## config.mk

```make
export PLATFORM = sky130hd
export DESIGN_NAME = xadc_drp_responder
export DESIGN_NICKNAME = d
export VERILOG_FILES = /design/src/rtl/xadc_drp_responder.sv
export SDC_FILE = /design/constraint.sdc
export NUM_CORES = 1
export LEC_CHECK = 0
export CAP_MARGIN = 20
export CORE_MARGIN = 2
export CORE_UTILIZATION = 32
export CTS_CLUSTER_SIZE = 30
export DETAILED_ROUTE_END_ITERATION = 16
export PLACE_DENSITY = 0.47
export SLEW_MARGIN = 20
export SYNTH_ARGS = -nofsm -noshare
export SYNTH_HDL_FRONTEND = slang
export SYNTH_SLANG_ARGS = --single-unit
```

## constraint.sdc

```tcl
create_clock -name clk -period 4 [get_ports clk]
set_clock_uncertainty 0.2 [all_clocks]
set_input_delay 0.4 -clock clk [delete_from_list [all_inputs] [get_ports clk]]
set_output_delay 0.4 -clock clk [all_outputs]
set_load 0.05 [all_outputs]
```

## src/rtl/xadc_drp_responder.sv

```systemverilog
// xadc_drp_responder: XADC-style DRP register slave with an emulated conversion sequencer.
module xadc_drp_responder #(
    parameter int DRP_LATENCY = 4,
    parameter int CONV_CYCLES = 26
) (
    input  logic        clk,
    input  logic        rst,
    input  logic        DEN,
    input  logic        DWE,
    input  logic [6:0]  DADDR,
    input  logic [15:0] DI,
    input  logic        CONVST,
    input  logic [15:0] sample_in,
    output logic [15:0] DO,
    output logic        DRDY,
    output logic        BUSY,
    output logic        EOC,
    output logic        EOS,
    output logic [4:0]  CHANNEL,
    output logic        drp_err
);
    typedef enum logic [1:0] {IDLE, WAIT, ACK} drp_t;
    typedef enum logic {CIDLE, CONV} conv_t;

    drp_t        drp_q, drp_d;
    conv_t       conv_q, conv_d;
    logic [3:0]  lat_q, lat_d;
    logic [7:0]  cnt_q, cnt_d;
    logic [6:0]  addr_q;
    logic        we_q;
    logic [15:0] di_q, rd;
    logic        err_q, err_d;
    logic [15:0] cfg0_q, cfg0_d, cfg1_q, cfg1_d, cfg2_q, cfg2_d;
    logic [15:0] temp_q, temp_d, vpvn_q, vpvn_d;
    logic [4:0]  chan_q, chan_d;
    logic        seqm_q, seqm_d, nxt3_q, nxt3_d;
    logic        cv_q, edge_q, wr, start;

    always_comb begin
        rd = 16'h0000;
        case (addr_q)
            7'h00: rd = temp_q;
            7'h03: rd = vpvn_q;
            7'h40: rd = cfg0_q;
            7'h41: rd = cfg1_q;
            7'h42: rd = cfg2_q;
            default: rd = 16'h0000;
        endcase
    end

    always_comb begin
        drp_d   = drp_q;
        lat_d   = lat_q;
        if (drp_q == IDLE && DEN) begin
            drp_d = WAIT;
            lat_d = 4'(DRP_LATENCY - 2);
        end else if (drp_q == WAIT) begin
            drp_d = (lat_q == 4'd0) ? ACK : WAIT;
            lat_d = lat_q - 4'd1;
        end else if (drp_q == ACK) begin
            drp_d = IDLE;
        end
        DRDY    = drp_q == ACK;
        DO      = DRDY ? rd : 16'h0000;
        wr      = DRDY && we_q;
        err_d   = err_q | (DEN && drp_q != IDLE);
        cfg0_d  = (wr && addr_q == 7'h40) ? di_q : cfg0_q;
        cfg1_d  = (wr && addr_q == 7'h41) ? di_q : cfg1_q;
        cfg2_d  = (wr && addr_q == 7'h42) ? di_q : cfg2_q;
        // Mode and channel are sampled only at start, so config writes land on the next conversion.
        start   = conv_q == CIDLE && (cfg0_q[9] ? edge_q : 1'b1);
        BUSY    = conv_q == CONV;
        EOC     = BUSY && cnt_q == 8'd0;
        EOS     = EOC && (!seqm_q || chan_q == 5'd3);
        conv_d  = start ? CONV : (EOC ? CIDLE : conv_q);
        cnt_d   = start ? 8'(CONV_CYCLES - 1) : (BUSY ? cnt_q - 8'd1 : cnt_q);
        chan_d  = start ? (cfg1_q[0] ? (nxt3_q ? 5'd3 : 5'd0) : cfg0_q[4:0]) : chan_q;
        seqm_d  = start ? cfg1_q[0] : seqm_q;
        nxt3_d  = !cfg1_q[0] ? 1'b0 : (start ? ~nxt3_q : nxt3_q);
        temp_d  = (EOC && chan_q == 5'd0) ? sample_in : temp_q;
        vpvn_d  = (EOC && chan_q == 5'd3) ? sample_in : vpvn_q;
        CHANNEL = chan_q;
        drp_err = err_q;
    end

    always_ff @(posedge clk) begin
        if (rst) begin
            drp_q  <= IDLE;
            conv_q <= CIDLE;
            lat_q  <= '0;
            cnt_q  <= '0;
            addr_q <= '0;
            we_q   <= 1'b0;
            di_q   <= '0;
            err_q  <= 1'b0;
            cfg0_q <= '0;
            cfg1_q <= '0;
            cfg2_q <= '0;
            temp_q <= '0;
            vpvn_q <= '0;
            chan_q <= '0;
            seqm_q <= 1'b0;
            nxt3_q <= 1'b0;
            cv_q   <= 1'b0;
            edge_q <= 1'b0;
        end else begin
            drp_q  <= drp_d;
            conv_q <= conv_d;
            lat_q  <= lat_d;
            cnt_q  <= cnt_d;
            if (drp_q == IDLE && DEN) begin
                addr_q <= DADDR;
                we_q   <= DWE;
                di_q   <= DI;
            end
            err_q  <= err_d;
            cfg0_q <= cfg0_d;
            cfg1_q <= cfg1_d;
            cfg2_q <= cfg2_d;
            temp_q <= temp_d;
            vpvn_q <= vpvn_d;
            chan_q <= chan_d;
            seqm_q <= seqm_d;
            nxt3_q <= nxt3_d;
            cv_q   <= CONVST;
            edge_q <= CONVST & ~cv_q;
        end
    end
endmodule

```

Word-level counts from Yosys, hierarchy flattened. Cells that the tools add are included.

Input port bits: 44. Flip-flop bits (word level): 129.

Mux-type cells: 15. Eq/ne operators: 7. Reductions and logical operators: 27. $add $sub $neg: 2. Bitwise gates (word level): 6.

Operator list (number): $pmux W16 S5 (1); $eq A7 B7 Y1 const B (3); $mux W16 (1); $mux W5 (3); $mux W2 (6); $logic_and A1 B1 Y1 (11); $reduce_bool A2 Y1 (5); $logic_not A8 Y1 (1); $sub A8 B1 Y8 const B (1); $eq A7 B2 Y1 const B (1); $logic_not A7 Y1 (1); $reduce_or A2 Y1 (3); $eq A5 B2 Y1 const B (1); $logic_not A5 Y1 (1); $logic_not A4 Y1 (1); $mux W1 (4); $not A1 Y1 (4); $sub A4 B1 Y4 const B (1); $reduce_bool A3 Y1 (1); $eq A2 B1 Y1 const B (1); $eq A2 B2 Y1 const B (1); $logic_not A2 Y1 (1); $and A1 B1 Y1 (1); $logic_not A1 Y1 (1); other kinds (2) (2).

Depth between registers and ports, before layout. Gate-level depths: netlist of run 1.

Depth after elaboration: 4. Depth in mapped cells: 8.

Worst setup path before layout of run 1. Ideal clock, no wire load.

Path type: register -> output. Start: register conv_q, in the netlist BUSY. End: output port EOS. Stages on the path, launching flop included: 5. Slack: 1011 ps. Path buffers: 1. Data arrival time: 2389 ps. Cell sequence: dfxtp_1 buf_2 and4bb_2 nand2_1 o21ai_0.

Longest elaborated chain between the ends: 2.

Ends and longest elaborated chain: from (decl) (line 26) `conv_t conv_q, conv_d;`; from (signal assigned) (line 108) `conv_q <= conv_d;`; $logic_and A1 B1 Y1 (line 73) `EOC = BUSY && cnt_q == 8'd0;`; $logic_and A1 B1 Y1 (line 74) `EOS = EOC && (!seqm_q || chan_q == 5'd3);`; to (decl) (line 18) `output logic EOS,`.

Every way passes these cells.

Worst setup path after layout of run 1.
Start: register addr_q[0]. End: output port DO[14].

Longest elaborated chain between the ends: 3. Elaborated cells between the ends (all ways): 7. Those cells by class: 4 x eq/ne; 2 x mux; 1 x reduce/logical.

Ends and longest elaborated chain: from (decl) (line 29) `logic [6:0] addr_q;`; from (signal assigned) (line 92) `addr_q <= '0;`; from (signal assigned) (line 112) `addr_q <= DADDR;`; $eq A7 B7 Y1 (tied with other cells) (line 41) `case (addr_q)`; $pmux W16 S5 (*) (line 41); $mux W16 (*) (line 64) `DO = DRDY ? rd : 16'h0000;`; to (decl) (line 14) `output logic [15:0] DO,`.

Every way passes the cells marked *; elsewhere a longest branch is shown, timed or not.

==> results.py, run 1 <==
metrics = {
    "drt": {
        "viasPerCell": 5.097,
        "avgRoutedWirePerCell_um": 16.97,
        "drt_iter0_markers": 360,
        "route.antenna.remaining_nets": 0,
        "drcViolationCount": 0,
        "finalWirelength_um": 14800,
        "drt_first_pass_iters": 5,
        "vias": 4445,
    },
    "cells_and_area": {
        "synthToLayoutAreaGrowth_pct": 25.24,
        "finalNonFillerCells": 872,
        "final_nets": 690,
        "n_antenna_cell": 0,
        "fillers": 1694,
        "fin_util_pct": 41.34,
        "drive_gt1_share_pct": 9.969,
    },
    "synth": {
        "synth_seq_cells": 129,
        "yosysSeqAreaShare_pct": 46.85,
        "yosysWarnings": 0,
        "yosysTopAreaCell": "dfxtp_1",
        "syn_area_sq_mm": 0.005513,
        "synth_cells": 582,
        "synthTopCellsByCount": "129 x dfxtp_1, 107 x nor2_1, 83 x mux2i_1",
        "synth_edf_count": 0,
        "synthFlopType": "dfxtp_1",
        "synthesis.nets": 632,
        "ys_async_sr_fraction_pct": 0,
        "synthDistinctLibCells": 42,
        "synth_top_area_share_pct": 46.85,
        "yosysMostFrequentCell": "dfxtp_1",
        "ys_top_cells_by_area": "dfxtp_1 47%, mux2i_1 15%, nor2_1 7.3%, a22o_1 5.1%, nand2_1 4.1%",
        "syn_area_per_cell_sq_um": 9.472,
    },
    "floorplanning": {
        "fp.dieArea_sq_mm": 0.01829,
        "io_pins": 70,
        "rows": 47,
        "coreArea_sq_mm": 0.01670,
        "die_w_um": 135.3,
        "initial_utilization_pct": 33.01,
        "die_y_um": 135.3,
    },
    "timing": {
        "hold_violations": 0,
        "slew_headroom_pct": 37.37,
        "setup_viol_count_final": 0,
        "min_period_over_period_pct": 84.03,
        "worst_pin_slew_ps": 939.4,
        "rsz0062_at_grt": "no",
        "clock.fmax_ghz": 0.2975,
        "setup-tns-final_ps": 0,
        "slew_viol_final": 0,
        "fin_crit_ps": 3361,
    },
    "worst_setup_path": {
        "cp.required_ps": 3400,
        "critPathCaptureType": "output pin",
        "cp_cell_sequence": "nor3_1, and2_1, buf_4, a222oi_1, nor2_1, clkdlybuf4s50_1",
        "worstPathArrival_ps": 2760,
        "critPathKind": "flip-flop to output pin",
        "cpPeakStageDelay_ps": 840,
        "crit_path_max_fanout": 16,
        "worstSetupStartpointType": "flip-flop",
        "slowest_stage": "clkdlybuf4s50_1",
    },
    "power_and_ir_drop": {
        "power_density_mw_per_mm2": 473.0,
        "p_clk_share_pct": 46.9,
        "max-vdd-ir-drop_uv": 284.5,
        "p_int_w": 0.002471,
        "p_sw_share_pct": 24.34,
        "p_leak_nw": 2.922,
        "p_seq_share_pct": 42.6,
        "switchingPower_w": 0.0007948,
        "comb_power_share_pct": 10.5,
    },
    "cts": {
        "cts_tree": "built",
        "h-tree-depth": 4,
        "cts.path.max_buffers": 2,
        "clk_root_buffer_cell": "clkbuf_16",
        "clk_latency_ps": 420,
        "cts_resized": 0,
        "clock_sinks": 129,
        "post_cts_buffers": 0,
        "clk_pin_slew_worst_paths_ps": 60,
        "cts_hold_buf": 0,
        "cts_inserted_buffers": 17,
    },
    "global_route": {
        "grt_max_degree": 75,
        "overflow": 0,
        "grt_first_pass_wirelength_um": 23070,
        "antenna_found_initial": 0,
        "grt_pass1_vias": 4171,
        "grt_use_total_pct": 16.63,
    },
    "placed_design": {
        "place_hpwl_um": 10320,
        "portBuffers": 69,
        "dp.cells": 841,
        "place.gp.congestion": 0.7456,
    },
    "run_status": {
        "outcome": "finished, final reports clean",
    },
    "min_path": {
        "hp-class": "flip-flop to flip-flop",
    },
    "run": {
        "cap_viol_max_count": 0,
    },
}
==> cell type report <==
| class | count | area, sq um | share of cell area, % |
|---|---|---|---|
| Clock buffer | 26 | 509.2 | 7.376 |
| Sequential cell | 129 | 2582 | 37.40 |
| Timing Repair Buffer | 81 | 740.7 | 10.73 |
| Tap cell | 220 | 275.3 | 3.987 |
| Clock inverter | 5 | 75.07 | 1.087 |
| Multi-Input combinational cell | 402 | 2688 | 38.93 |
| Inverter | 9 | 33.78 | 0.4893 |
==> power groups by stage <==
stage	sequential, W	clock [W]	combinational, W
global placement	0.00141	0	0.000336
global route	0.00140	0.00161	0.000381
finish	0.00139	0.00153	0.000343
CTS	0.00139	0.00156	0.000347
detailed placement	0.00142	0	0.000346
floorplan	0.00141	0	0.000231
==> cells by family (layout without fill, tap and decap cells) <==
logic type / count (synthesis) / count (layout) / share of synthesized area [%]
AO/OA/AOI/OAI: 89 / 89 / 12.05
XOR/XNOR: 9 / 9 / 1.430
adder cells (fa/ha/maj): 6 / 6 / 1.362
buffers and inverters: 51 / 121 / 4.403
flip-flops: 129 / 129 / 46.85
multiplexers: 83 / 83 / 15.07
AND/OR/NAND/NOR: 215 / 215 / 18.84
==> metal layers <==
metal	vias to the layer above	wire [um]	track usage [%]
met5	-	0	0
met3	16	916	4.227
met4	0	250	5.845
met1	2146	7296	23.77
met2	125	6332	24.22
li1	2158	-	-
==> path summary, 6_finish.rpt <==
check             startpoint    endpoint  slack (ps)  cells past startpoint
setup / recovery   addr_q[0]      DO[14]         640                      6
hold / removal          cv_q      edge_q         190                      1
setup reg to reg    drp_q[0]  cfg2_q[12]        1730                      7
hold reg to reg         cv_q      edge_q         190                      1
==> worst max-delay path, delay by kind of cell, from the launching register on <==
kind                   cells  cell delay [ps]
buffers and inverters      2             1060
and+or+nand+nor            3              810
AOI/OAI and AO/OA          1              120
DFF                        1              350
==> metrics by stage <==
stage               cell area, sq um  worst slack [ps]  hold slack [ps]  total power, W
floorplan                       5513              1011            167.4        0.001636
finish                          6904             638.6            192.2        0.003266
detailed placement              6320              1103            172.8        0.001763
global placement                6312              1110            177.8        0.001750
CTS                             6904             639.2            197.3        0.003301
global route                    6904             481.7            210.0        0.003391
==> cell usage in the layout, fill, tap and decap left out, types with 6 or more instances in the layout <==
cell type / instances
buf_4: 28
inv_1: 9
ha_1: 6
mux2i_1: 83
nor2_1: 107
nand2_1: 60
a22o_1: 32
clkbuf_16: 17
clkdlybuf4s50_1: 53
nor3_1: 15
a21oi_1: 31
dfxtp_1: 129
a222oi_1: 16
==> registers in the layout, summed over array words and instances, names as in the netlist <==
signal / cells
BUSY: 1
CHANNEL: 5
addr_q: 7
cfg0_q: 16
cfg1_q: 16
cfg2_q: 16
cnt_q: 8
cv_q: 1
di_q: 16
drp_err: 1
drp_q: 2
edge_q: 1
lat_q: 4
nxt3_q: 1
seqm_q: 1
temp_q: 16
vpvn_q: 16
we_q: 1
(Power assumes the default switching activity.)
==> run 2: changes to the inputs <==
Clock period 4 ns to 3.3 ns, I/O delays scaled along.
==> run 2 against run 1 <==
- final cell count is 0.57% lower
- routed wire length increased by 2.4%
- sequential share of layout area is 0.65 points lower
- power is 14% higher
- non-clock buffer count is 1 higher
==> results.py, run 2 (synthesis results as in run 1) <==
metrics = {
    "power_and_ir_drop": {
        "max-vdd-ir-drop_uv": 411.1,
        "p_leak_nw": 2.928,
        "power_density_mw_per_mm2": 529.7,
    },
    "placed_design": {
        "placed_area_sq_mm": 0.006538,
        "place.gp.congestion": 0.7354,
        "portBuffers": 69,
        "place_hpwl_um": 9827,
    },
    "worst_setup_path": {
        "worstPathArrival_ps": 2410,
        "cp.required_ps": 2770,
        "setup.worst_path.start": "cnt_q[4]",
        "timing.rr.end": "cfg0_q[10]",
        "critPathKind": "flip-flop to output pin",
        "critPathCaptureType": "output pin",
        "reg2reg_slack_ps": 1050,
        "endpoint": "EOS",
        "rr_startpoint": "drp_q[0]",
        "r2r_cells": 6,
        "crit_path_max_fanout": 5,
        "worstSetupStartpointType": "flip-flop",
    },
    "drt": {
        "finalWirelength_um": 15150,
        "drt_first_pass_iters": 6,
        "route.antenna.remaining_nets": 0,
        "drcViolationCount": 0,
        "vias": 4382,
        "viasPerCell": 5.054,
        "avgRoutedWirePerCell_um": 17.48,
        "drt_iter0_markers": 325,
    },
    "cells_and_area": {
        "regArea_sq_mm": 0.002582,
        "final_cell_mix": "129 x dfxtp_1, 107 x nor2_1, 83 x mux2i_1, 60 x nand2_1, 52 x clkdlybuf4s50_1",
        "n_antenna_cell": 0,
        "final_nets": 691,
        "synthToLayoutAreaGrowth_pct": 27.44,
        "fillers": 1689,
        "drive_gt1_share_pct": 9.583,
        "postLayoutCellArea_sq_mm": 0.007025,
        "layout_commonest_cell": "dfxtp_1",
        "multi_input_area_sq_mm": 0.002688,
    },
    "min_path": {
        "hp-class": "input pin to flip-flop",
    },
    "floorplanning": {
        "die_w_um": 135.3,
        "io_pins": 70,
        "rows": 47,
        "coreArea_sq_mm": 0.01670,
        "initial_utilization_pct": 33.01,
        "fp.dieArea_sq_mm": 0.01829,
        "die_y_um": 135.3,
    },
    "cts": {
        "clk_pin_slew_worst_paths_ps": 50,
        "clock_sinks": 129,
        "cts_resized": 0,
        "cts_tree": "built",
        "clk_root_buffer_cell": "clkbuf_16",
        "clk_latency_ps": 410,
        "cts.path.max_buffers": 2,
        "post_cts_buffers": 0,
        "cts_hold_buf": 0,
        "cts_inserted_buffers": 17,
        "h-tree-depth": 4,
    },
    "timing": {
        "setup-tns-final_ps": 0,
        "hold_violations": 0,
        "rsz0062_at_grt": "no",
        "holdWs_ps": 156.0,
        "clock.fmax_ghz": 0.3401,
        "slew_viol_final": 0,
        "worst_pin_slew_ps": 888.1,
        "min_period_over_period_pct": 89.10,
        "setup_viol_count_final": 0,
        "fin_crit_ps": 2940,
        "slew_headroom_pct": 40.65,
    },
    "global_route": {
        "grt_pass1_vias": 4390,
        "grt_max_degree": 85,
        "grt_first_pass_wirelength_um": 23850,
        "overflow": 0,
        "antenna_found_initial": 0,
        "grt_use_total_pct": 17.28,
    },
    "run_status": {
        "outcome": "finished, final reports clean",
    },
    "run": {
        "cap_viol_max_count": 0,
    },
}
## run 2: routing by layer
metal	global-route usage (%)	vias to the layer above	share of wire [%]
li1	-	2152	-
met1	24.76	2085	50
met2	24.90	128	43
met3	4.714	17	5.8
met4	6.019	0	1.6
met5	0	-	0
## run 2: worst min path at each step
stage,startpoint,endpoint,depth (start not counted)
floorplan,cv_q,edge_q,1
global placement,cv_q,edge_q,1
detailed placement,cv_q,edge_q,1
CTS,rst,temp_q[8],2
global route,rst,cfg0_q[9],2
finish,rst,cfg1_q[9],2
## run 2: layout make-up
cell class / instances / share of cell area [%]
Clock buffer: 23 / 6.803
Clock inverter: 2 / 0.1425
Inverter: 9 / 0.4809
Multi-Input combinational cell: 402 / 38.25
Sequential cell: 129 / 36.76
Tap cell: 220 / 3.918
Timing Repair Buffer: 82 / 13.64
## run 2: worst max-delay path: stages (launching register included)
cell             delay, ps
dfxtp_1                350
nor4_4                 530
nand2_1                120
o21ai_0                170
clkdlybuf4s50_1        820
## run 2: report_power, final
group          switching (W)  leakage, nW  internal, W
registers          0.0000681         1.05      0.00162
logic               0.000259         1.64     0.000178
clock network       0.000615        0.242     0.000984
total               0.000942         2.93      0.00278
## run 2: metrics by stage
| step | cells | setup WS, ps | util (%) | total power [W] |
|---|---|---|---|---|
| 3_3_place_gp | 842 | 828.5 | 39.14 | 0.002145 |
| 6_report | 867 | 359.6 | 42.07 | 0.003722 |
| 3_5_place_dp | 842 | 777.3 | 39.14 | 0.002158 |
| 5_1_grt | 867 | 259.7 | 42.07 | 0.003879 |
| 4_1_cts | 867 | 328.7 | 42.07 | 0.003762 |
| 2_1_floorplan | 582 | 380.7 | - | 0.001983 |
